[config.mk]
export PLATFORM = sky130hd
export DESIGN_NAME = fg_config_loader
export DESIGN_NICKNAME = d
export VERILOG_FILES = /design/src/rtl/fg_config_loader.sv
export SDC_FILE = /design/constraint.sdc
export NUM_CORES = 1
export LEC_CHECK = 0
export CAP_MARGIN = 20
export CORE_UTILIZATION = 25
export CTS_BUF_LIST = sky130_fd_sc_hd__clkbuf_16
export DETAILED_ROUTE_END_ITERATION = 8
export PLACE_DENSITY = 0.4
export SLEW_MARGIN = 10
export SYNTH_ARGS = -nofsm -noshare
export SYNTH_HDL_FRONTEND = slang
export SYNTH_SLANG_ARGS = --single-unit
[constraint.sdc]
create_clock -name clk_i -period 2.74 [get_ports clk_i]
set_clock_uncertainty 0.1 [all_clocks]
set_input_delay 0.685 -clock clk_i [delete_from_list [all_inputs] [get_ports clk_i]]
set_output_delay 0.685 -clock clk_i [all_outputs]
set_load 0.01 [all_outputs]
[src/rtl/fg_config_loader.sv]
// Byte-wide configuration front end: stages eight bytes and commits them atomically
// to the live bus, either immediately or on the next sample boundary (or a timeout).
module fg_config_loader #(
  parameter int unsigned                    CONFIG_REG_BITWIDTH = 64,
  parameter logic [CONFIG_REG_BITWIDTH-1:0] RESET_CONFIG        = 64'h0,
  parameter int unsigned                    TIMEOUT_BITWIDTH    = 16,
  parameter logic [TIMEOUT_BITWIDTH-1:0]    TIMEOUT_CYCLES      = 16'hFFFF
) (
  input  logic                           clk_i,
  input  logic                           rstn_i,
  input  logic [7:0]                     wrData_i,
  input  logic [2:0]                     wrAddr_i,
  input  logic                           wrValid_i,
  output logic                           wrReady_o,
  input  logic                           commit_i,
  input  logic                           commitMode_i,
  input  logic                           syncStrobe_i,
  input  logic                           enable_i,
  output logic [CONFIG_REG_BITWIDTH-1:0] CR_bus_o,
  output logic                           outputEnable_o,
  output logic                           busy_o,
  output logic                           commitDone_o,
  output logic                           timeout_o
);
  localparam int unsigned NUM_BYTES = CONFIG_REG_BITWIDTH / 8;

  typedef enum logic [1:0] {ST_IDLE, ST_PENDING, ST_APPLY} state_e;

  state_e                         state_q;
  logic [7:0]                     staging_q [NUM_BYTES];
  logic [CONFIG_REG_BITWIDTH-1:0] staging_flat;
  logic [CONFIG_REG_BITWIDTH-1:0] cr_q;
  logic [NUM_BYTES-1:0]           dirty_q;
  logic [TIMEOUT_BITWIDTH-1:0]    timer_q;
  logic                           oe_q;
  logic                           done_q;
  logic                           timeout_q;
  logic                           wr_fire;
  logic                           commit_go;

  assign wrReady_o = (state_q == ST_IDLE);
  assign wr_fire   = wrValid_i && wrReady_o;
  // A write landing in the same cycle as the commit counts as dirty data.
  assign commit_go = commit_i && ((dirty_q != '0) || wr_fire);

  genvar gi;
  generate
    for (gi = 0; gi < NUM_BYTES; gi++) begin : g_pack
      assign staging_flat[8*gi +: 8] = staging_q[gi];
    end
  endgenerate

  always_ff @(posedge clk_i or negedge rstn_i) begin
    if (!rstn_i) begin
      state_q <= ST_IDLE;
      for (int i = 0; i < NUM_BYTES; i++) begin
        staging_q[i] <= RESET_CONFIG[8*i +: 8];
      end
      cr_q      <= RESET_CONFIG;
      dirty_q   <= '0;
      timer_q   <= '0;
      oe_q      <= 1'b0;
      done_q    <= 1'b0;
      timeout_q <= 1'b0;
    end else begin
      done_q <= 1'b0;
      oe_q   <= enable_i;
      if (wr_fire) begin
        staging_q[wrAddr_i] <= wrData_i;
        dirty_q[wrAddr_i]   <= 1'b1;
      end
      unique case (state_q)
        ST_IDLE: begin
          if (commit_go) begin
            timeout_q <= 1'b0;
            // Nothing to synchronise against when the generator is not running.
            if (!commitMode_i || !oe_q) begin
              state_q <= ST_APPLY;
            end else begin
              state_q <= ST_PENDING;
              timer_q <= '0;
            end
          end
        end
        ST_PENDING: begin
          if (!oe_q || syncStrobe_i) begin
            state_q <= ST_APPLY;
          end else if (timer_q == TIMEOUT_CYCLES - 1'b1) begin
            state_q   <= ST_APPLY;
            timeout_q <= 1'b1;
          end else begin
            timer_q <= timer_q + 1'b1;
          end
        end
        ST_APPLY: begin
          cr_q    <= staging_flat;
          dirty_q <= '0;
          done_q  <= 1'b1;
          // Drop enable for one cycle so the generator restarts on the new word.
          oe_q    <= 1'b0;
          state_q <= ST_IDLE;
        end
        default: state_q <= ST_IDLE;
      endcase
    end
  end

  assign CR_bus_o       = cr_q;
  assign outputEnable_o = oe_q;
  assign busy_o         = (state_q != ST_IDLE);
  assign commitDone_o   = done_q;
  assign timeout_o      = timeout_q;
endmodule

==> results_dict.tcl <==
set metrics [dict create \
    htreeDepth 4 \
    layout_setup_ws_ns 0.1904 \
    post_cts_buffers 0 \
    yosys-top-cells-count "dfrtp_1 (157), mux2_2 (128), nor2_1 (21), a21oi_1 (13), nand2_1 (12)" \
    slew_headroom_pct 58.97 \
    routabilityCongestion 0.8273 \
    critPathMaxStageDelay_ns 0.50 \
    clk_latency_ns 0.41 \
    grt_pass1_vias 4295 \
    nets 558 \
    holdWs_ns 0.09136 \
    avgViaCountPerCell 4.369 \
    area_growth_pct 30.62 \
    drtPass1Iterations 4 \
    placed_area_um2 7616 \
    clockBufferDepth 2 \
    use_met2_pct 21.03 \
    syn_inst 431 \
    cap_violations 0 \
    path_cells "nor2_4 -> inv_2 -> clkdlybuf4s50_1" \
    die_h_um 160.1 \
    final_cell_area_um2 8165 \
    netlist_area_um2 6251 \
    rsz0062_at_grt "false" \
    synth.distinct_cells 48 \
    drc 0 \
    hold_buffers 0 \
    wl_per_cell_um 18.16 \
    yosysTopAreaCellShare_pct 62.85 \
    drtAntennaViolNets 0 \
    hold_path.class "in2async" \
    n_antenna_cell 0 \
    yosysSeqAreaShare_pct 62.85 \
    syn_avg_cell_area_um2 14.50 \
    track_usage_pct 13.38 \
    n_fill_cell 2446 \
    final_layout_size_suffix_gt1_share_pct 33.76 \
    io_pins 87 \
    clk_pin_slew_ns 0.06 \
    crit_family "buffers and inverters" \
    clock.fmax_mhz 392.2 \
    synthArstFlopShare_pct 100.0 \
    slowest_stage "clkdlybuf4s50_1" \
    vdd.ir_drop.worst_mv 0.4500 \
    pre_cts_ws_ns 0.1107 \
    fin_crit_ns 2.550 \
    fin_crit_sh_pct 93.05 \
    cts_resized 0 \
    cts.sinks 157 \
    vias 3823 \
    synth_flop_cell "dfrtp_1" \
    slew_violations 0 \
    grt_max_degree 52 \
    dp_hpwl_um 10670 \
    grt_overflow_total 0 \
    setup_viol 0 \
    tritoncts "done" \
    busiest_layer "met2" \
    grt_use_met3_pct 4.416 \
    die_area_um2 25640 \
    synth_most_common_cell "dfrtp_1" \
    cp.arrival_ns 1.76 \
    critPathKind "reg2out" \
    tns_ns 0 \
    wl_um 15890 \
    synth_edf_count 0 \
    rows 57 \
    grt_first_pass_wirelength_um 25740 \
    ys_warn_count 0 \
    multi_input_area_um2 2237 \
    portBuffers 86 \
    power.density_nw_per_um2 1142 \
    cp_num_buf_inv 2 \
    core_area_um2 24390 \
    outcome "complete, no violations" \
    worstMarginPinSlew_ns 0.6135 \
    critPathLaunchType "flip-flop" \
    cts_made_buffers 17 \
    initial_utilization_pct 25.63 \
    finalHoldViolations 0 \
    clockRootBuffer "clkbuf_16" \
    cp_data_required_time_ns 1.96 \
    drt_iter0_markers 121 \
    p_leak_nw 3.425 \
    dieWidth_um 160.1 \
    critPathCaptureType "output pin" \
    ys_top_cells_by_area "dfrtp_1 (63%), mux2_2 (23%), nor2_1 (1.3%)" \
    syn-num-nets 451 \
    antenna_found_initial 1 \
    ys_ff_latch 157 \
    seqCellArea_um2 3929 \
    use_met1_pct 17.67 \
    ff2ff_setup_slack_ns 0.56 \
    synth_largest_area_cell "dfrtp_1" \
    crit_path_max_fanout 7 \
]
[state kept, by name, summed over array words and instances, names as in the netlist]
register,flops
dirty_q,8
CR_bus_o,64
timer_q,16
state_q,2
staging_flat,64
timeout_o,1
outputEnable_o,1
commitDone_o,1
[layer usage]
metal / up-vias / wire length, um
li1: 1763 / -
met2: 65 / 7436
met5: - / 13
met1: 1982 / 7511
met4: 2 / 129
met3: 11 / 800
[per-stage QoR]
stage | std cells | power (W) | util, %
final | 875 | 0.009322 | 33.48
after detailed placement | 843 | 0.007234 | 31.23
after global routing | 875 | 0.009951 | 33.48
after floorplan | 431 | 0.005611 | -
after global placement | 843 | 0.007174 | 31.23
after CTS | 875 | 0.009526 | 33.48
[logic make-up after synthesis]
| kind of cell | synth area share [%] |
|---|---|
| compound gates | 4.924 |
| mux | 23.06 |
| xor+xnor | 0.4204 |
| fa+ha+maj | 0.4003 |
| simple gates | 6.866 |
| buf+inv | 1.481 |
| flops | 62.85 |
[area by class of cell]
| cell class | count | area share [%] |
|---|---|---|
| repair buffers | 100 | 12.30 |
| clock buffers | 17 | 5.210 |
| well taps | 324 | 4.965 |
| inverters | 10 | 0.4903 |
| clock inverters | 15 | 1.517 |
| flip-flops and latches | 157 | 48.12 |
| multi-input cells | 252 | 27.40 |
[power breakdown]
part | leakage (nW) | switching [W] | total [W] | internal (W)
clock | 0.264 | 0.000958 | 0.00220 | 0.00124
sequential | 1.94 | 0.000563 | 0.00392 | 0.00335
combinational | 1.22 | 0.00123 | 0.00320 | 0.00198
total | 3.42 | 0.00275 | 0.00932 | 0.00657
[cells in the final DEF (no fill, tap or decap), drive strengths merged, types with 6 or more instances in the layout]
cell and count:
dfrtp 157, mux2 128, clkdlybuf4s50 85, nor2 22, clkbuf 17, buf 15
inv 15, a21oi 13, nand2 13, o21ai 8, nand4 6, nand3 6
a31oi 6
[worst paths after layout]
path                                  from                to  depth (start not counted)
min in group clk_i         staging_flat[9]       CR_bus_o[9]                          1
hold / removal                      rstn_i      CR_bus_o[29]                          1
max in group asynchronous           rstn_i      CR_bus_o[31]                          2
hold reg to reg            staging_flat[9]       CR_bus_o[9]                          1
setup / recovery                state_q[0]            busy_o                          3
setup reg to reg                state_q[0]  staging_flat[50]                          5
(Power assumes the default switching activity.)
==> RTL change 1 (same settings) <==
Re-encode `state_e` (3 states) as one-hot, 3 bits wide.
--- a/src/rtl/fg_config_loader.sv
+++ b/src/rtl/fg_config_loader.sv
@@ -26,3 +26,3 @@
 
-  typedef enum logic [1:0] {ST_IDLE, ST_PENDING, ST_APPLY} state_e;
+  typedef enum logic [2:0] {ST_IDLE = 3'b001, ST_PENDING = 3'b010, ST_APPLY = 3'b100} state_e;
 
Formal check against the unedited RTL: no difference found for any inputs over 4 cycles, from zero or initial values and one cycle with rstn_i low; so few cycles prove little.
==> RTL change 1 against the original RTL <==
- synthesized cell count grew 1.2%
- wire length fell by 4.2%
- area after synthesis up 1.4%
- largest cell class unchanged
- via count grew 0.76%
- setup slack worse by 42 ps
- final area increased by 1.0%
- count of clock-buffer cells in the layout is the same
- sequential cell count up 1
- cell count is the same
- first-iteration DRC count increased by 17%
- critical path depth unchanged
- total power fell by 1.4%
- highest routed layer is now met4
- clock power is essentially flat
==> RTL change 1: results (changes against the original RTL) <==
top area cells in the synthesized netlist - dfrtp_1 62%, mux2_2 23%, nor2_1 1.1%, nand2_1 0.95%, a31oi_1 0.89% (was dfrtp_1 63%, mux2_2 23%, nor2_1 1.3%, a21oi_1 1.0%, nand2_1 0.72%)
post-DP HPWL - 9921 um (was 10670 um)
DRT Pass-1 Iters - 4 (unchanged)
mux cell area share after synthesis - 22.74% (was 23.06%)
port bufs - 86 (unchanged)
initial drt markers - 142 (was 121)
post-synthesis compound-gate area fraction - 5.033% (was 4.924%)
total track usage - 12.46% (was 13.38%)
worst r2r src - state_q[0]$_DFFE_PN1P_ (was state_q[0]$_DFFE_PN0P_)
post-synth net total - 456 (was 451)
status - complete, no violations (unchanged)
H-tree Lvls - 4 (unchanged)
R2R cell count - 5 (unchanged)
Worst-path clk slew - 60 ps (about the same)
Synth Area in XOR/XNOR - 0% (was 0.4203%)
first-pass GRT wire length - 24110 um (was 25740 um)
post_cts resized - 0 (unchanged)
adder-cell area share of the yosys netlist - 0.3947% (was 0.4003%)
CTS buffer count - 17 (unchanged)
type of the worst min-delay path - primary input to asynchronous set/reset pin (unchanged)
Worst R2R Setup Slack - 500 ps (was 560 ps)
RR Endpoint - staging_flat[31]$_DFFE_PN0P_ (was staging_flat[50]$_DFFE_PN0P_)
final wirelength - 15220 um (was 15890 um)
Synth top cells by count - 157 x dfrtp_1, 128 x mux2_2, 19 x nor2_1 (was 157 x dfrtp_1, 128 x mux2_2, 21 x nor2_1)
ys async rst share - 100.0% (unchanged)
top_reg_cell synth - dfrtp_1 (unchanged)
worst slew pin tran - 660.1 ps (was 613.5 ps)
CTS root buffer - clkbuf_16 (unchanged)
n_diodes - 0 (unchanged)
leakage - 3.539 nW (was 3.425 nW)
initial antenna violation count - 0 (was 1)
share of layout cells above drive strength 1 - 35.03% (was 33.76%)
clock tree buffer depth - 2 (unchanged)
CP arrival - 1810 ps (was 1760 ps)
GPL Wtd Cong - 0.8004 (was 0.8273)
nets - 558 (unchanged)
# Post-CTS Setup Buffers - 1 (was 0)
CP Max Fanout - 5 (was 7)
vias in the first global route - 4073 (was 4295)
Skew-Pair Late Insertion Delay - 410 ps (about the same)
sequential area share after synthesis - 62.38% (was 62.85%)
peak supply drop - 391.0 uV (was 450.0 uV)
Yosys Warn Count - 0 (unchanged)
DR vias - 3852 (was 3823)
post-synth cell types - 49 (was 48)
DP Area - 0.007694 mm2 (was 0.007616 mm2)
pin count of the biggest net entering global routing - 74 (was 52)
## RTL change 1: cell count changes after synthesis, moves of 3 or more
| cell | delta |
|---|---|
| nand2b_1 | -3 |
| nor2b_1 | -4 |
| o31ai_1 | +4 |
| a31oi_1 | +5 |
| nand2_1 | +4 |
| nand4_1 | -3 |
| xnor2_1 | -3 |
| nor3b_4 | +3 |
| nand3b_2 | +3 |
## RTL change 1: worst max-delay path: stages, from the launching register on
cell	delay, ps
dfstp_2	560
nor3b_4	240
inv_2	100
clkdlybuf4s50_1	480
## RTL change 1: logic make-up (layout without fill, tap and decap cells)
logic type / count (synthesis) / after routing
compound gates: 47 / 47
fa+ha+maj: 2 / 2
buf+inv: 23 / 138
flops: 158 / 158
mux: 128 / 128
simple gates: 78 / 78
## RTL change 1: report_power, final
part | switching (mW) | internal, mW
clock network | 0.959 | 1.25
logic | 1.13 | 1.87
registers | 0.585 | 3.40
total | 2.68 | 6.51
## RTL change 1: how the worst max path moves through the flow
stage,endpoint,start,depth (start not counted)
6_report,busy_o,state_q[0]$_DFFE_PN1P_,3
3_3_place_gp,timer_q[8]$_DFFE_PN0P_,commit_i,7
2_1_floorplan,timer_q[7]$_DFFE_PN0P_,commit_i,7
3_5_place_dp,timer_q[8]$_DFFE_PN0P_,commit_i,7
5_1_grt,busy_o,state_q[0]$_DFFE_PN1P_,3
4_1_cts,busy_o,state_q[0]$_DFFE_PN1P_,3
## RTL change 1: through the flow
step	hold slack [ps]	total power, mW	worst slack (ps)	std cells	setup TNS [ps]
after floorplan	289.4	5.492	573.4	436	0
after global placement	368.0	7.007	-34.59	842	-281.6
after detailed placement	376.1	7.067	-84.14	842	-745.4
after CTS	130.5	9.364	117.6	875	0
after global routing	146.3	9.783	42.29	875	0
final	126.4	9.192	148.7	875	0
## RTL change 1: per-layer routing
layer	part of all wire [%]	wire length, um	track usage, %	vias up
met4	1.3	205	3.431	0
met1	48	7382	17.25	1980
li1	-	-	-	1770
met2	44	6735	18.28	81
met3	5.9	899	4.417	21
met5	0	0	0	-
## RTL change 1: area by class of cell
class,count,area [um2]
clock buffer,17,425.4
fill,2413,16360
inverter,8,30.03
sequential,158,3955
tap,324,405.4
clock inverter,15,120.1
timing repair buffer,98,1027
multi-input combinational,255,2283
==> RTL change 2 (config.mk and constraints unchanged) <==
Without the edit above. `CONFIG_REG_BITWIDTH`: 64 -> 128.
--- a/src/rtl/fg_config_loader.sv
+++ b/src/rtl/fg_config_loader.sv
@@ -3,3 +3,3 @@
 module fg_config_loader #(
-  parameter int unsigned                    CONFIG_REG_BITWIDTH = 64,
+  parameter int unsigned                    CONFIG_REG_BITWIDTH = 128,
   parameter logic [CONFIG_REG_BITWIDTH-1:0] RESET_CONFIG        = 64'h0,
Ports: changed (resized CR_bus_o); port bits go from 87 to 151. The function was not compared with the original's and may differ.
==> RTL change 2 against the original RTL <==
- the run now ends with DRC left
- sequential cell count unchanged
- wire length up 2.3%
- core utilization down 1.5 points
- area after synthesis up 7.7%
- final area up 2.7%
- setup slack worse by 34 ps
- cell count up 24%
- total power down 3.4%
==> RTL change 2: results (changes against the original RTL) <==
status - complete, but fails checks (was complete, no violations)
violated checks - DRC
post_cts resized - 0 (unchanged)
CTS root buffer - clkbuf_16 (unchanged)
CP Max Fanout - 10 (was 7)
DRT Pass-1 Iters - 9 (was 4)
slowest cell on the critical path - clkdlybuf4s50_1 (unchanged)
Yosys Warn Count - 0 (unchanged)
post-synth cell types - 36 (was 48)
total track usage - 12.45% (was 13.38%)
clock tree buffer depth - 2 (unchanged)
Synth top cells by count - 208 x nand2_1, 157 x dfrtp_1, 66 x buf_4 (was 157 x dfrtp_1, 128 x mux2_2, 21 x nor2_1)
residual DRC count - 38 (was 0)
initial antenna violation count - 3 (was 1)
Worst-path clk slew - 70 ps
share of layout cells above drive strength 1 - 15.70% (was 33.76%)
CP arrival - 1800 ps (was 1760 ps)
DP Area - 0.007821 mm2 (was 0.007616 mm2)
final wirelength - 16260 um (was 15890 um)
pre-CTS WS - 189.4 ps (was 110.7 ps)
H-tree Lvls - 4 (unchanged)
Worst Setup SP - state_q[0]$_DFFE_PN0P_ (unchanged)
sequential area share after synthesis - 58.33% (was 62.85%)
peak supply drop - 364.3 uV (was 450.0 uV)
R2R cell count - 5 (unchanged)
first-pass GRT wire length - 26660 um (was 25740 um)
top area cells in the synthesized netlist - dfrtp_1 58%, nand2_1 12%, mux2_2 11%, buf_4 7.4%, o21ai_0 1.6% (was dfrtp_1 63%, mux2_2 23%, nor2_1 1.3%, a21oi_1 1.0%, nand2_1 0.72%)
Power Internal - 6.104 mW (was 6.574 mW)
port bufs - 86 (unchanged)
type of the worst min-delay path - primary input to asynchronous set/reset pin (unchanged)
initial drt markers - 267 (was 121)
Skew-Pair Late Insertion Delay - 410 ps (about the same)
pin count of the biggest net entering global routing - 65 (was 52)
nets - 752 (was 558)
GPL Wtd Cong - 0.7484 (was 0.8273)
relative max-transition margin - 49.65% (was 58.97%)
# Post-CTS Setup Buffers - 0 (unchanged)
ys async rst share - 100.0% (unchanged)
post-DP HPWL - 10760 um (was 10670 um)
Worst path max stage delay - 590 ps (was 500 ps)
drt via density - 4.260 (was 4.369)
CTS buffer count - 17 (unchanged)
vias in the first global route - 4794 (was 4295)
leakage - 3.987 nW (was 3.425 nW)
## RTL change 2: layout make-up
type	count	area (um2)
diodes	1	2.502
clock buffers	17	425.4
clock inverters	15	136.4
fillers	2642	17820
inverters	11	41.29
multi-input cells	446	2422
flip-flops and latches	157	3929
well taps	335	419.2
repair buffers	99	1010
## RTL change 2: worst max-delay path: cells and delay by family (launching register included)
kind	cells	cell delay, ps
and+or+nand+nor	1	280
buffers and inverters	1	590
DFF	1	520
## RTL change 2: worst paths after layout
path	end	slack, ps
min in group clk_i	CR_bus_o[34]$_DFFE_PN0P_	360
worst min-delay path	outputEnable_o$_DFF_PN0_	150
worst max register to register	staging_flat[37]$_DFFE_PN0P_	650
max in group asynchronous	CR_bus_o[24]$_DFFE_PN0P_	1720
worst min register to register	CR_bus_o[34]$_DFFE_PN0P_	360
worst max-delay path	wrReady_o	160
## RTL change 2: cells by family (layout without fill, tap and decap cells)
kind of cell    after synthesis  in the layout  synth area share (%)
simple gates                267            267                 17.04
flops                       157            157                 58.33
buf+inv                      98            142                 9.251
mux                          65             65                 10.87
compound gates               48             48                 4.087
fa+ha+maj                     2              2                0.3715
other cells                   1             65               0.05568
## RTL change 2: layer usage
layer	GRT usage [%]	wire length, um
met5	0	17
met1	16.74	7758
met3	4.051	1077
met4	3.332	83
met2	19.15	7320
## RTL change 2: through the flow
step	util, %	instances	hold slack, ps
after CTS	31.99	1080	150.5
after detailed placement	29.84	1048	346.8
final	32.00	1081	146.1
after floorplan	-	701	289.4
after global routing	31.99	1080	163.1
after global placement	29.84	1048	342.4
## RTL change 2: power groups by stage
stage	sequential, mW	combinational [mW]	clock [mW]
after global placement	3.91	2.87	0
final	3.89	2.85	2.26
after floorplan	3.96	1.45	0
after global routing	4.03	3.19	2.42
after detailed placement	3.92	2.91	0
after CTS	3.90	2.92	2.34
